==> src/rtl/rcb_frl_rx_byte_align_if.sv <==
`default_nettype none
// ============================================================================
// Module      : rcb_frl_rx_byte_align_if
// Description : Word bus between the input deserializer, the FRL RX byte
//               aligner and the frame decoder.
// Revision    : 1.0 - initial release
// ============================================================================
interface rcb_frl_rx_byte_align_if;
  logic [7:0] din;
  logic       din_en;
  logic       resync;
  logic [7:0] dout;
  logic       dout_valid;
  logic       locked;
  logic [2:0] offset;
  logic [7:0] loss_cnt;

  // Source side: drives raw words and control, observes aligned output
  modport master (
    output din, din_en, resync,
    input  dout, dout_valid, locked, offset, loss_cnt
  );

  // Aligner side
  modport slave (
    input  din, din_en, resync,
    output dout, dout_valid, locked, offset, loss_cnt
  );
endinterface
`default_nettype wire

==> src/rtl/rcb_frl_rx_byte_align.sv <==
`default_nettype none
// ============================================================================
// Module      : rcb_frl_rx_byte_align
// Description : FRL receive byte aligner. Finds the byte boundary in the raw
//               deserialized word stream using a repeating training byte and
//               then emits aligned bytes continuously (din[7] = earliest bit).
// Revision    : 1.0 - initial release
// ============================================================================
module rcb_frl_rx_byte_align #(
  parameter logic [7:0]  TRAIN_PATTERN = 8'hF0,
  parameter int unsigned LOCK_COUNT    = 16,
  parameter int unsigned RELOCK_COUNT  = 8
) (
  input wire clk,
  input wire rst_n,
  rcb_frl_rx_byte_align_if.slave bus
);

  localparam logic [1:0] ST_SEARCH = 2'd0;
  localparam logic [1:0] ST_VERIFY = 2'd1;
  localparam logic [1:0] ST_LOCKED = 2'd2;

  localparam logic [7:0] LOCK_LIMIT   = 8'(LOCK_COUNT);
  localparam logic [7:0] RELOCK_LIMIT = 8'(RELOCK_COUNT);

  logic [7:0]  r_din_q;
  logic [7:0]  r_din_qq;
  logic [7:0]  r_dout;
  logic        r_dout_valid;
  logic [1:0]  r_state;
  logic [1:0]  w_state_nxt;
  logic [7:0]  r_cnt;
  logic [7:0]  w_cnt_nxt;
  logic [2:0]  r_offset;
  logic [2:0]  w_offset_nxt;
  logic [7:0]  r_loss_cnt;
  logic [7:0]  w_loss_nxt;
  logic [7:0]  w_loss_inc;
  logic [15:0] w_win;
  logic [7:0]  w_byte [8];
  logic [7:0]  w_hit;
  logic [2:0]  w_first_hit;
  logic        w_any_hit;
  logic        w_hit_cur;
  logic        w_hit_other;

  // Extract the 8 candidate bytes from the two-word window and flag training hits
  always_comb begin
    w_win       = {r_din_qq, r_din_q};
    w_first_hit = 3'd0;
    for (int k = 0; k < 8; k++) begin
      w_byte[k] = w_win[15-k -: 8];
      w_hit[k]  = (w_byte[k] == TRAIN_PATTERN);
    end
    // Scan downwards so the lowest hit offset is the one that sticks
    for (int k = 7; k >= 0; k--) begin
      if (w_hit[k]) begin
        w_first_hit = 3'(k);
      end
    end
  end

  assign w_any_hit   = |w_hit;
  assign w_hit_cur   = w_hit[r_offset];
  assign w_hit_other = w_any_hit & ~w_hit_cur;
  assign w_loss_inc  = (r_loss_cnt == 8'hFF) ? r_loss_cnt : r_loss_cnt + 8'd1;

  // Next-state logic: search, verify the candidate offset, then watch for drift
  always_comb begin
    w_state_nxt  = r_state;
    w_cnt_nxt    = r_cnt;
    w_offset_nxt = r_offset;
    w_loss_nxt   = r_loss_cnt;
    if (bus.resync) begin
      w_state_nxt = ST_SEARCH;
      w_cnt_nxt   = 8'd0;
      if (r_state == ST_LOCKED) begin
        w_loss_nxt = w_loss_inc;
      end
    end else if (bus.din_en) begin
      case (r_state)
        ST_SEARCH: begin
          if (w_any_hit) begin
            w_offset_nxt = w_first_hit;
            w_cnt_nxt    = 8'd1;
            w_state_nxt  = ST_VERIFY;
          end
        end
        ST_VERIFY: begin
          if (!w_hit_cur) begin
            w_state_nxt = ST_SEARCH;
            w_cnt_nxt   = 8'd0;
          end else if (r_cnt + 8'd1 == LOCK_LIMIT) begin
            w_state_nxt = ST_LOCKED;
            w_cnt_nxt   = 8'd0;
          end else begin
            w_cnt_nxt = r_cnt + 8'd1;
          end
        end
        ST_LOCKED: begin
          // Only training seen consistently at another offset counts as drift
          if (w_hit_other) begin
            if (r_cnt + 8'd1 == RELOCK_LIMIT) begin
              w_state_nxt = ST_SEARCH;
              w_cnt_nxt   = 8'd0;
              w_loss_nxt  = w_loss_inc;
            end else begin
              w_cnt_nxt = r_cnt + 8'd1;
            end
          end else begin
            w_cnt_nxt = 8'd0;
          end
        end
        default: begin
          w_state_nxt = ST_SEARCH;
          w_cnt_nxt   = 8'd0;
        end
      endcase
    end
  end

  // State register and control outputs
  always_ff @(posedge clk or negedge rst_n) begin
    if (!rst_n) begin
      r_state      <= ST_SEARCH;
      r_cnt        <= 8'd0;
      r_offset     <= 3'd0;
      r_loss_cnt   <= 8'd0;
      r_dout_valid <= 1'b0;
    end else begin
      r_state      <= w_state_nxt;
      r_cnt        <= w_cnt_nxt;
      r_offset     <= w_offset_nxt;
      r_loss_cnt   <= w_loss_nxt;
      r_dout_valid <= bus.din_en && (w_state_nxt == ST_LOCKED);
    end
  end

  // Word pipeline and aligned byte selection, advancing only on enabled words
  always_ff @(posedge clk or negedge rst_n) begin
    if (!rst_n) begin
      r_din_q  <= 8'd0;
      r_din_qq <= 8'd0;
      r_dout   <= 8'd0;
    end else if (bus.din_en) begin
      r_din_qq <= r_din_q;
      r_din_q  <= bus.din;
      r_dout   <= w_byte[r_offset];
    end
  end

  // Drive the bus outputs from registered state
  always_comb begin
    bus.dout       = r_dout;
    bus.dout_valid = r_dout_valid;
    bus.locked     = (r_state == ST_LOCKED);
    bus.offset     = r_offset;
    bus.loss_cnt   = r_loss_cnt;
  end

endmodule
`default_nettype wire

==> src/flat_wrapper.sv <==
// flat-port wrapper written by rule: the top's interface ports become plain ports
module rcb_frl_rx_byte_align_flat 
#(
  parameter logic [7:0]  TRAIN_PATTERN = 8'hF0,
  parameter int unsigned LOCK_COUNT    = 16,
  parameter int unsigned RELOCK_COUNT  = 8
)
  (clk, rst_n, bus_din, bus_din_en, bus_resync, bus_dout, bus_dout_valid, bus_locked, bus_offset, bus_loss_cnt);
  rcb_frl_rx_byte_align_if bus_i ();
  input wire clk;
  input wire rst_n;
  input wire logic [$bits(bus_i.din)-1:0] bus_din;
  input wire logic [$bits(bus_i.din_en)-1:0] bus_din_en;
  input wire logic [$bits(bus_i.resync)-1:0] bus_resync;
  output wire logic [$bits(bus_i.dout)-1:0] bus_dout;
  output wire logic [$bits(bus_i.dout_valid)-1:0] bus_dout_valid;
  output wire logic [$bits(bus_i.locked)-1:0] bus_locked;
  output wire logic [$bits(bus_i.offset)-1:0] bus_offset;
  output wire logic [$bits(bus_i.loss_cnt)-1:0] bus_loss_cnt;
  assign bus_i.din = bus_din;
  assign bus_i.din_en = bus_din_en;
  assign bus_i.resync = bus_resync;
  assign bus_dout = bus_i.dout;
  assign bus_dout_valid = bus_i.dout_valid;
  assign bus_locked = bus_i.locked;
  assign bus_offset = bus_i.offset;
  assign bus_loss_cnt = bus_i.loss_cnt;
  rcb_frl_rx_byte_align #(.TRAIN_PATTERN(TRAIN_PATTERN), .LOCK_COUNT(LOCK_COUNT), .RELOCK_COUNT(RELOCK_COUNT)) u_core (.clk(clk), .rst_n(rst_n), .bus(bus_i));
endmodule
==> config.mk <==
export PLATFORM = sky130hd
export DESIGN_NAME = rcb_frl_rx_byte_align_flat
export DESIGN_NICKNAME = d
export VERILOG_FILES = /design/src/rtl/rcb_frl_rx_byte_align_if.sv /design/src/rtl/rcb_frl_rx_byte_align.sv /design/src/flat_wrapper.sv
export SDC_FILE = /design/constraint.sdc
export NUM_CORES = 1
export LEC_CHECK = 0
export ABC_AREA = 1
export BUFFER_PORTS_ARGS = -buffer_cell sky130_fd_sc_hd__buf_2
export CAP_MARGIN = 10
export CORE_MARGIN = 1
export CORE_UTILIZATION = 58
export DETAILED_ROUTE_END_ITERATION = 8
export PLACE_DENSITY_LB_ADDON = 0.05
export REMOVE_ABC_BUFFERS = 1
export SLEW_MARGIN = 20
export SYNTH_ARGS = -nofsm -noshare
export SYNTH_HDL_FRONTEND = slang
export SYNTH_SLANG_ARGS = --single-unit
==> constraint.sdc <==
create_clock -name clk -period 2.5 [get_ports clk]
set_input_delay 0.125 -clock clk [delete_from_list [all_inputs] [get_ports clk]]
set_output_delay 0.125 -clock clk [all_outputs]
set_load 0.02 [all_outputs]
==> impl_results.md, run 1 <==
- CP bufs+invs: 1
- Residual DRC count: 0
- Max stage delay on crit path: 420 ps
- Max-slew headroom: 60.9%
- CP Cell Sequence: ha_1, nand2_2, nor2_2, inv_1, nand2_1, nor3b_2, nand2_1, nor2_1, nand3_2, nand2_4, nand2_4, nand2_1, nand2_1
- Xor/xnor share of the synthesized area: 2.76%
- Worst-skew pair later-pin latency: 300 ps
- Simple-gate share of the synthesized area: 36.8%
- Part of the power in combinational logic: 36.0%
- Static Leakage: 1.65 nW
- Commonest cells after routing, fill and taps aside: nand2_1 (135), nor2_1 (48), dfrtp_1 (46)
- Power share of the clock group: 20.1%
- DRT Wirelength: 6330 um
- Net Sw Frac: 40.3%
- CP Launch Type: register
- Mux contribution to synthesized area: 1.44%
- Synth Register Bits: 46
- Port bufs: 32
- Most used DFF post-synth: dfrtp_1
- Area Overhead vs Synth: 10.9%
- GRT busiest layer: met2
- Sink Count: 46
- Total gr overflow: 0
- Detailed-placement wirelength estimate: 4680 um
- CTS Buf Count: 5
- Clk buf depth: 2
- First-pass GRT wire length: 10700 um
- Power Density: 706 nW/um^2
- Clock transition at path regs: 80 ps
- Compound-Gate Fraction of Synth Area: 11.0%
- TNS Setup: 0 ps
- Final hold viol count: 0
- Final Util: 67.1%
- HP Class: in2reg
- IO Pins: 33
- CP Class: reg2reg
- M1 GR Usage: 38.5%
- Placement Setup Slack: 525 ps
- Post-layout min period: 2010 ps
- Setup Skew: 7.33 ps
- M2 GR Usage: 40.2%
- Seq/Total Area, Yosys: 40.3%
- EDFF count, synth: 0
- Fin Hold WS: 28.9 ps
- Initial antenna violation count: 0
- Gr usage total: 26.3%
- Routed WL per cell: 12.4 um
- Resized cells post-CTS: 0
- Main combinational cell family by area after synthesis: simple AND/OR/NAND/NOR gates
- CP arrival: 2200 ps
- DR vias: 2696
- Largest net degree at the start of global routing: 47
- Peak fanout along the critical path: 9
- Status: finished, final reports clean
- Final Non-Filler Cells: 510
- Yosys warning count: 0
- Share of cells above drive strength 1: 13.5%
- Post-synthesis adder-cell area fraction: 0.875%
- Most common cell after layout, fill and taps aside: nand2_1
- Final instance area: 3170 um^2
- WP data required: 2690 ps
- Die height: 72.2 um
- Slowest CP cell: dfrtp_1
- Mean Syn Cell Area: 6.91 um^2
- Internal power: 1.34 mW
- Met3 Use GR: 4.31%
- Max Clk Rate: 497 MHz
- Period utilisation layout: 80.4%
- Row count: 25
- DR vias/cell: 5.29
- Starting Density: 60.5%
- Die X: 72.2 um
- Cell Area, Synth: 2860 um^2
- Max-cap viol count: 0
- Total power: 2.24 mW
- Async S/R FF share, synth: 100%
- Worst path top cell family by delay: simple AND/OR/NAND/NOR gates
- Clock root buffer: clkbuf_8
- CTS tree: done
- Psw: 0.901 mW
- Syn Inst Count: 414
- Layout Nets: 458
- Placed instance count: 503
- Slew Limit Fails: 0
- Crit end category: register
- Placed inst area: 3070 um^2
- Cell variety after synth: 34
- Core area: 4720 um^2
- Worst Max-Slew Pin Slew: 586 ps
- Gpl congestion: 0.987
- Vias in the first global route: 2335
- VDD IR max: 0.429 mV
- Most used cell, CP: nand2_1
- H-tree levels: 2
- First-pass iteration count of the detailed router: 5
- Final setup margin: 490 ps
- Flop pwr share: 43.9%
- Diode count: 0
- Die footprint: 5210 um^2
- Drt first-iter violations: 187
- Post-DRT Antenna Nets: 0
- RSZ-0062 raised after global routing: no
- Final number of setup-violating endpoints: 0
==> sequential cells by signal (all words and copies together), names as in the netlist <==
register	cells
u_core.bus.dout	8
u_core.bus.dout_valid	1
u_core.bus.loss_cnt	8
u_core.bus.offset	3
u_core.r_cnt	8
u_core.r_din_q	8
u_core.r_din_qq	8
u_core.r_state	2
==> worst paths after layout <==
check | start | endpoint | slack (ps) | cells past startpoint
hold reg to reg | u_core.bus.loss_cnt[7] | u_core.bus.loss_cnt[7] | 500 | 2
min in group asynchronous | rst_n | u_core.r_cnt[1] | 360 | 2
setup / recovery | u_core.r_cnt[0] | u_core.bus.loss_cnt[3] | 490 | 13
max in group asynchronous | rst_n | u_core.bus.dout[7] | 1730 | 2
hold / removal | bus_din[5] | u_core.r_din_q[5] | 30 | 3
setup reg to reg | u_core.r_cnt[0] | u_core.bus.loss_cnt[3] | 490 | 13
==> power groups by stage <==
| stage | combinational (mW) | sequential [mW] | clock, mW |
|---|---|---|---|
| finish | 0.805 | 0.981 | 0.450 |
| global route | 0.907 | 0.999 | 0.487 |
| CTS | 0.797 | 0.978 | 0.462 |
| detailed placement | 0.794 | 0.992 | 0 |
| global placement | 0.786 | 0.986 | 0 |
| floorplan | 0.439 | 1.07 | 0 |
==> cell usage after synthesis, types with 3 or more instances <==
master,instances,share of area (%)
nand2_1,135,18
nor2_1,48,6.3
dfrtp_1,46,40
nand3_1,39,6.8
inv_1,33,4.3
o21ai_0,32,5.6
clkbuf_1,10,1.3
nand4_1,9,2.0
a21oi_1,8,1.4
xor2_1,6,1.8
a31oi_1,5,1.1
inv_2,4,0.53
o211ai_1,4,1.1
mux2i_1,3,1.1
nand2_2,3,0.66
o21ai_1,3,0.53
xnor2_1,3,0.92
==> logic make-up after synthesis <==
| logic type | Yosys count |
|---|---|
| XOR/XNOR | 9 |
| buffers and inverters | 51 |
| adder cells (fa/ha/maj) | 2 |
| AND/OR/NAND/NOR | 245 |
| multiplexers | 4 |
| AO/OA/AOI/OAI | 57 |
| flip-flops | 46 |
==> per-layer routing <==
layer / wire length, um / up-vias
li1: - / 1396
met4: 100 / 0
met3: 321 / 13
met5: 0 / -
met1: 3190 / 1206
met2: 2720 / 81
==> cell type report <==
type / count / area, um^2
Timing Repair Buffer: 36 / 195
Fill cell: 477 / 1550
Sequential cell: 46 / 1150
Inverter: 38 / 143
Clock buffer: 6 / 82.6
Multi-Input combinational cell: 317 / 1510
Tap cell: 67 / 83.8
==> what timing repair did <==
action | 4_1_cts | 5_1_grt
hold endpoints to repair | 0 | 46
buffers inserted | 0 | 0
hold buffers | 0 | 1
==> worst min-delay path: cells and delay by family <==
family,cells,cell delay (ps)
buf+inv,1,70
compound gates,1,50
simple gates,1,40
(Power assumes the default switching activity.)
==> run 2: changes to the inputs <==
- ABC_AREA: 1 -> 0
- CORE_UTILIZATION: 58 -> 59
- clock period: 2.5 -> 2 ns (I/O delays scaled with it)
==> run 2 against run 1 <==
The run now ends with negative setup slack left. Global-route usage increased by 3.6 points. Synthesized cell count decreased by 30%. Die area increased by 1.7%. Area after synthesis increased by 3.5%. Wire length increased by 25%. Clock skew increased by 4.3 ps. Sequential share of layout area decreased by 7.3 points. First-iteration DRC count decreased by 18%. Worst setup slack got worse by 870 ps. Worst hold slack got worse by 12 ps. Maximum frequency decreased by 16%. Core utilization increased by 16 points. Critical path type unchanged. Critical endpoint is now u_core.bus.loss_cnt[7]. Largest cell class unchanged. Largest power group unchanged. Highest routed layer unchanged.
==> impl_results.md, run 2 <==
- Status: complete, but fails checks
- Violated checks: negative setup slack
- EDFF count, synth: 0 (unchanged)
- Worst Max-Slew Pin Slew: 504 ps (-82.5 ps)
- Diode count: 0 (unchanged)
- Most common cell after layout, fill and taps aside: buf_4
- Drt first-iter violations: 154 (-18%)
- Max Clk Rate: 420 MHz (-16%)
- Total power: 3.01 mW (+34%)
- Setup Skew: 11.6 ps (+4.26 ps)
- Final Util: 82.9% (+16 points)
- Mux contribution to synthesized area: 14.2% (+13 points)
- Post-layout min period: 2380 ps (+370 ps)
- Flop pwr share: 38.5% (-5.4 points)
- Post-DRT Antenna Nets: 0 (unchanged)
- Crit end category: register
- Setup crit start: u_core.r_din_qq[2]
- Final Non-Filler Cells: 454 (-11%)
- Worst hold stages: 3 (unchanged)
- Power share of the clock group: 23.3% (+3.2 points)
- Count leader, synth: dfrtp_1
- Die height: 72.8 um (+0.84%)
- Xor/xnor share of the synthesized area: 3.26% (+0.50 points)
- Reg2reg start: u_core.r_din_qq[2]
- Gr usage total: 29.9% (+3.6 points)
- Worst-skew pair later-pin latency: 310 ps (about the same)
- Synth top area share: 38.9% (-1.4 points)
- Period utilisation layout: 119% (+39 points)
- Final number of setup-violating endpoints: 19 (+19)
- Slew Limit Fails: 0 (unchanged)
- Routed WL per cell: 17.5 um (+41%)
- CP Launch Type: register
- DRT Wirelength: 7940 um (+25%)
- Layout Nets: 400 (-13%)
- CP arrival: 2570 ps (+370 ps)
- WP data required: 2190 ps (-500 ps)
- Async S/R FF share, synth: 100% (unchanged)
- Gpl congestion: 0.889 (-9.9%)
- Final hold viol count: 0 (unchanged)
- First-pass GRT wire length: 12000 um (+12%)
- Commonest cells after routing, fill and taps aside: buf_4 (65), dfrtp_1 (44), buf_2 (32)
- Compound-Gate Fraction of Synth Area: 17.4% (+6.3 points)
- Max-slew headroom: 66.4% (+5.5 points)
- First-pass iteration count of the detailed router: 4 (-1)
- Detailed-placement wirelength estimate: 5330 um (+14%)
- Most used DFF post-synth: dfrtp_1
- Yosys warning count: 0 (unchanged)
- Fin Hold WS: 17.2 ps (-11.7 ps)
- Static Leakage: 1.83 nW (+11%)
- Seq/Total Area, Yosys: 38.9% (-1.4 points)
- Initial antenna violation count: 0 (unchanged)
- Cell Area, Synth: 2960 um^2 (+3.5%)
- Syn Inst Count: 290 (-30%)
- Net Sw Frac: 35.3% (-5.0 points)
- Placed instance count: 437 (-13%)
- HP Class: in2reg
- VDD IR max: 0.547 mV (+28%)
- Simple-gate share of the synthesized area: 19.2% (-18 points)
- Synth area leader: dfrtp_1
- Placement Setup Slack: -481 ps (-1010 ps)
- Cell variety after synth: 64 (+88%)
- Clock transition at path regs: 80 ps (about the same)
- Reg2Reg Depth: 8 (-5)
- Total gr overflow: 0 (unchanged)
- Vias in the first global route: 2555 (+9.4%)
- TNS Setup: -5600 ps (-5600 ps)
- Fill cell count: 299 (-37%)
- Post-synthesis adder-cell area fraction: 0.846% (-0.030 points)
- Psw: 1.06 mW (+18%)
- DR vias/cell: 5.80 (+9.8%)
- DR vias: 2634 (-2.3%)
- Synth top area cells: dfrtp_1 (39%), mux2_2 (6.5%), mux2i_1 (5.1%)
- Port bufs: 32 (unchanged)
- Top cells by instance count after synthesis: dfrtp_1 (46), nand2_1 (24), nor2_1 (22), a21oi_1 (18), mux2_2 (17)
- Sink Count: 46 (unchanged)
- Share of cells above drive strength 1: 46.5% (+33 points)
- H-tree levels: 2 (unchanged)
- IO Pins: 33 (unchanged)
- Mean Syn Cell Area: 10.2 um^2 (+48%)
- Largest net degree at the start of global routing: 34 (-28%)
- Part of the power in combinational logic: 38.2% (+2.2 points)
- Peak fanout along the critical path: 8 (-1)
- Residual DRC count: 0 (unchanged)
- Internal power: 1.95 mW (+46%)
- Main combinational cell family by area after synthesis: simple AND/OR/NAND/NOR gates
- RSZ-0062 raised after global routing: yes
- Final instance area: 3970 um^2 (+25%)
- Starting Density: 61.8% (+1.3 points)
- Die footprint: 5300 um^2 (+1.7%)
- Max-cap viol count: 0 (unchanged)
- Core area: 4790 um^2 (+1.3%)
- Clock root buffer: clkbuf_8
- Die X: 72.8 um (+0.84%)
- Hold_sp: bus_din[1]
- Final setup margin: -380 ps (-870 ps)
- CTS tree: done
- Synth Register Bits: 46 (unchanged)
- Placed inst area: 3530 um^2 (+15%)
- Power Density: 757 nW/um^2 (+7.3%)
- CP Class: reg2reg
- Area Overhead vs Synth: 34.1%
- Clk buf depth: 2 (unchanged)
- Row count: 25 (unchanged)
- CTS Buf Count: 5 (unchanged)
## run 2: cell count changes after synthesis, moves of 5 or more
cell      delta
nand3_1     -31
nand2_1    -111
nor2_1      -26
mux2_2      +16
a21oi_1     +10
mux2i_1     +12
nor3_1       +6
clkbuf_8     +5
inv_1       -21
o21ai_0     -21
nor2b_1      +5
nand4_1      -9
nand2b_1     +6
a221oi_1     +5
## run 2: worst max-delay path, stage by stage, from the launching register on
cell     delay (ps)
dfrtp_1         400
or4bb_4         570
nor3b_4         250
a311o_2         220
a22oi_2         110
a22oi_4         350
buf_4           190
nor3_2           40
xor2_1          140
## run 2: cell families after synthesis
| family | Yosys count |
|---|---|
| xor gates and xnor gates | 11 |
| buffers and inverters | 26 |
| adders and majority gates | 2 |
| DFF | 46 |
| muxes | 36 |
| and+or+nand+nor | 100 |
| AOI/OAI and AO/OA | 69 |
## run 2: final cells by class
type	count	area, um^2	area share [%]
multi-input combinational	218	1870	47.0
clock inverter	1	30.0	0.757
timing repair buffer	103	714	18.0
clock buffer	7	76.3	1.92
sequential	46	1150	29.1
inverter	12	45.0	1.13
tap	67	83.8	2.11
## run 2: timing repair
item	CTS	global route
pin swaps	14	10
endpoints found under the hold margin	19	0
setup buffers	7	3
setup endpoints to repair	19	19
gates resized for setup	25	29
hold buffers	1	0
## run 2: metal layers
metal | vias up | global-route usage [%] | wire length (um)
met4 | 0 | 7.84 | 105
met3 | 11 | 5.25 | 239
met2 | 54 | 50.2 | 3940
met5 | - | 0 | 0
met1 | 1310 | 40.1 | 3650
li1 | 1259 | - | -
## run 2: worst paths after layout
check	to	slack, ps
max	u_core.bus.loss_cnt[7]	-380
min	u_core.r_din_q[1]	20
max reg2reg	u_core.bus.loss_cnt[7]	-380
min reg2reg	u_core.bus.loss_cnt[4]	510
max in group asynchronous	u_core.r_din_q[7]	1100
min in group asynchronous	u_core.r_cnt[0]	290
## run 2: power by group through the flow
stage               Combinational [mW]  Clock, mW  Sequential (mW)
floorplan                        0.464          0             1.34
global placement                  1.03          0             1.16
detailed placement                1.06          0             1.17
CTS                               1.10      0.696             1.15
global route                      1.24      0.728             1.17
finish                            1.15      0.700             1.16
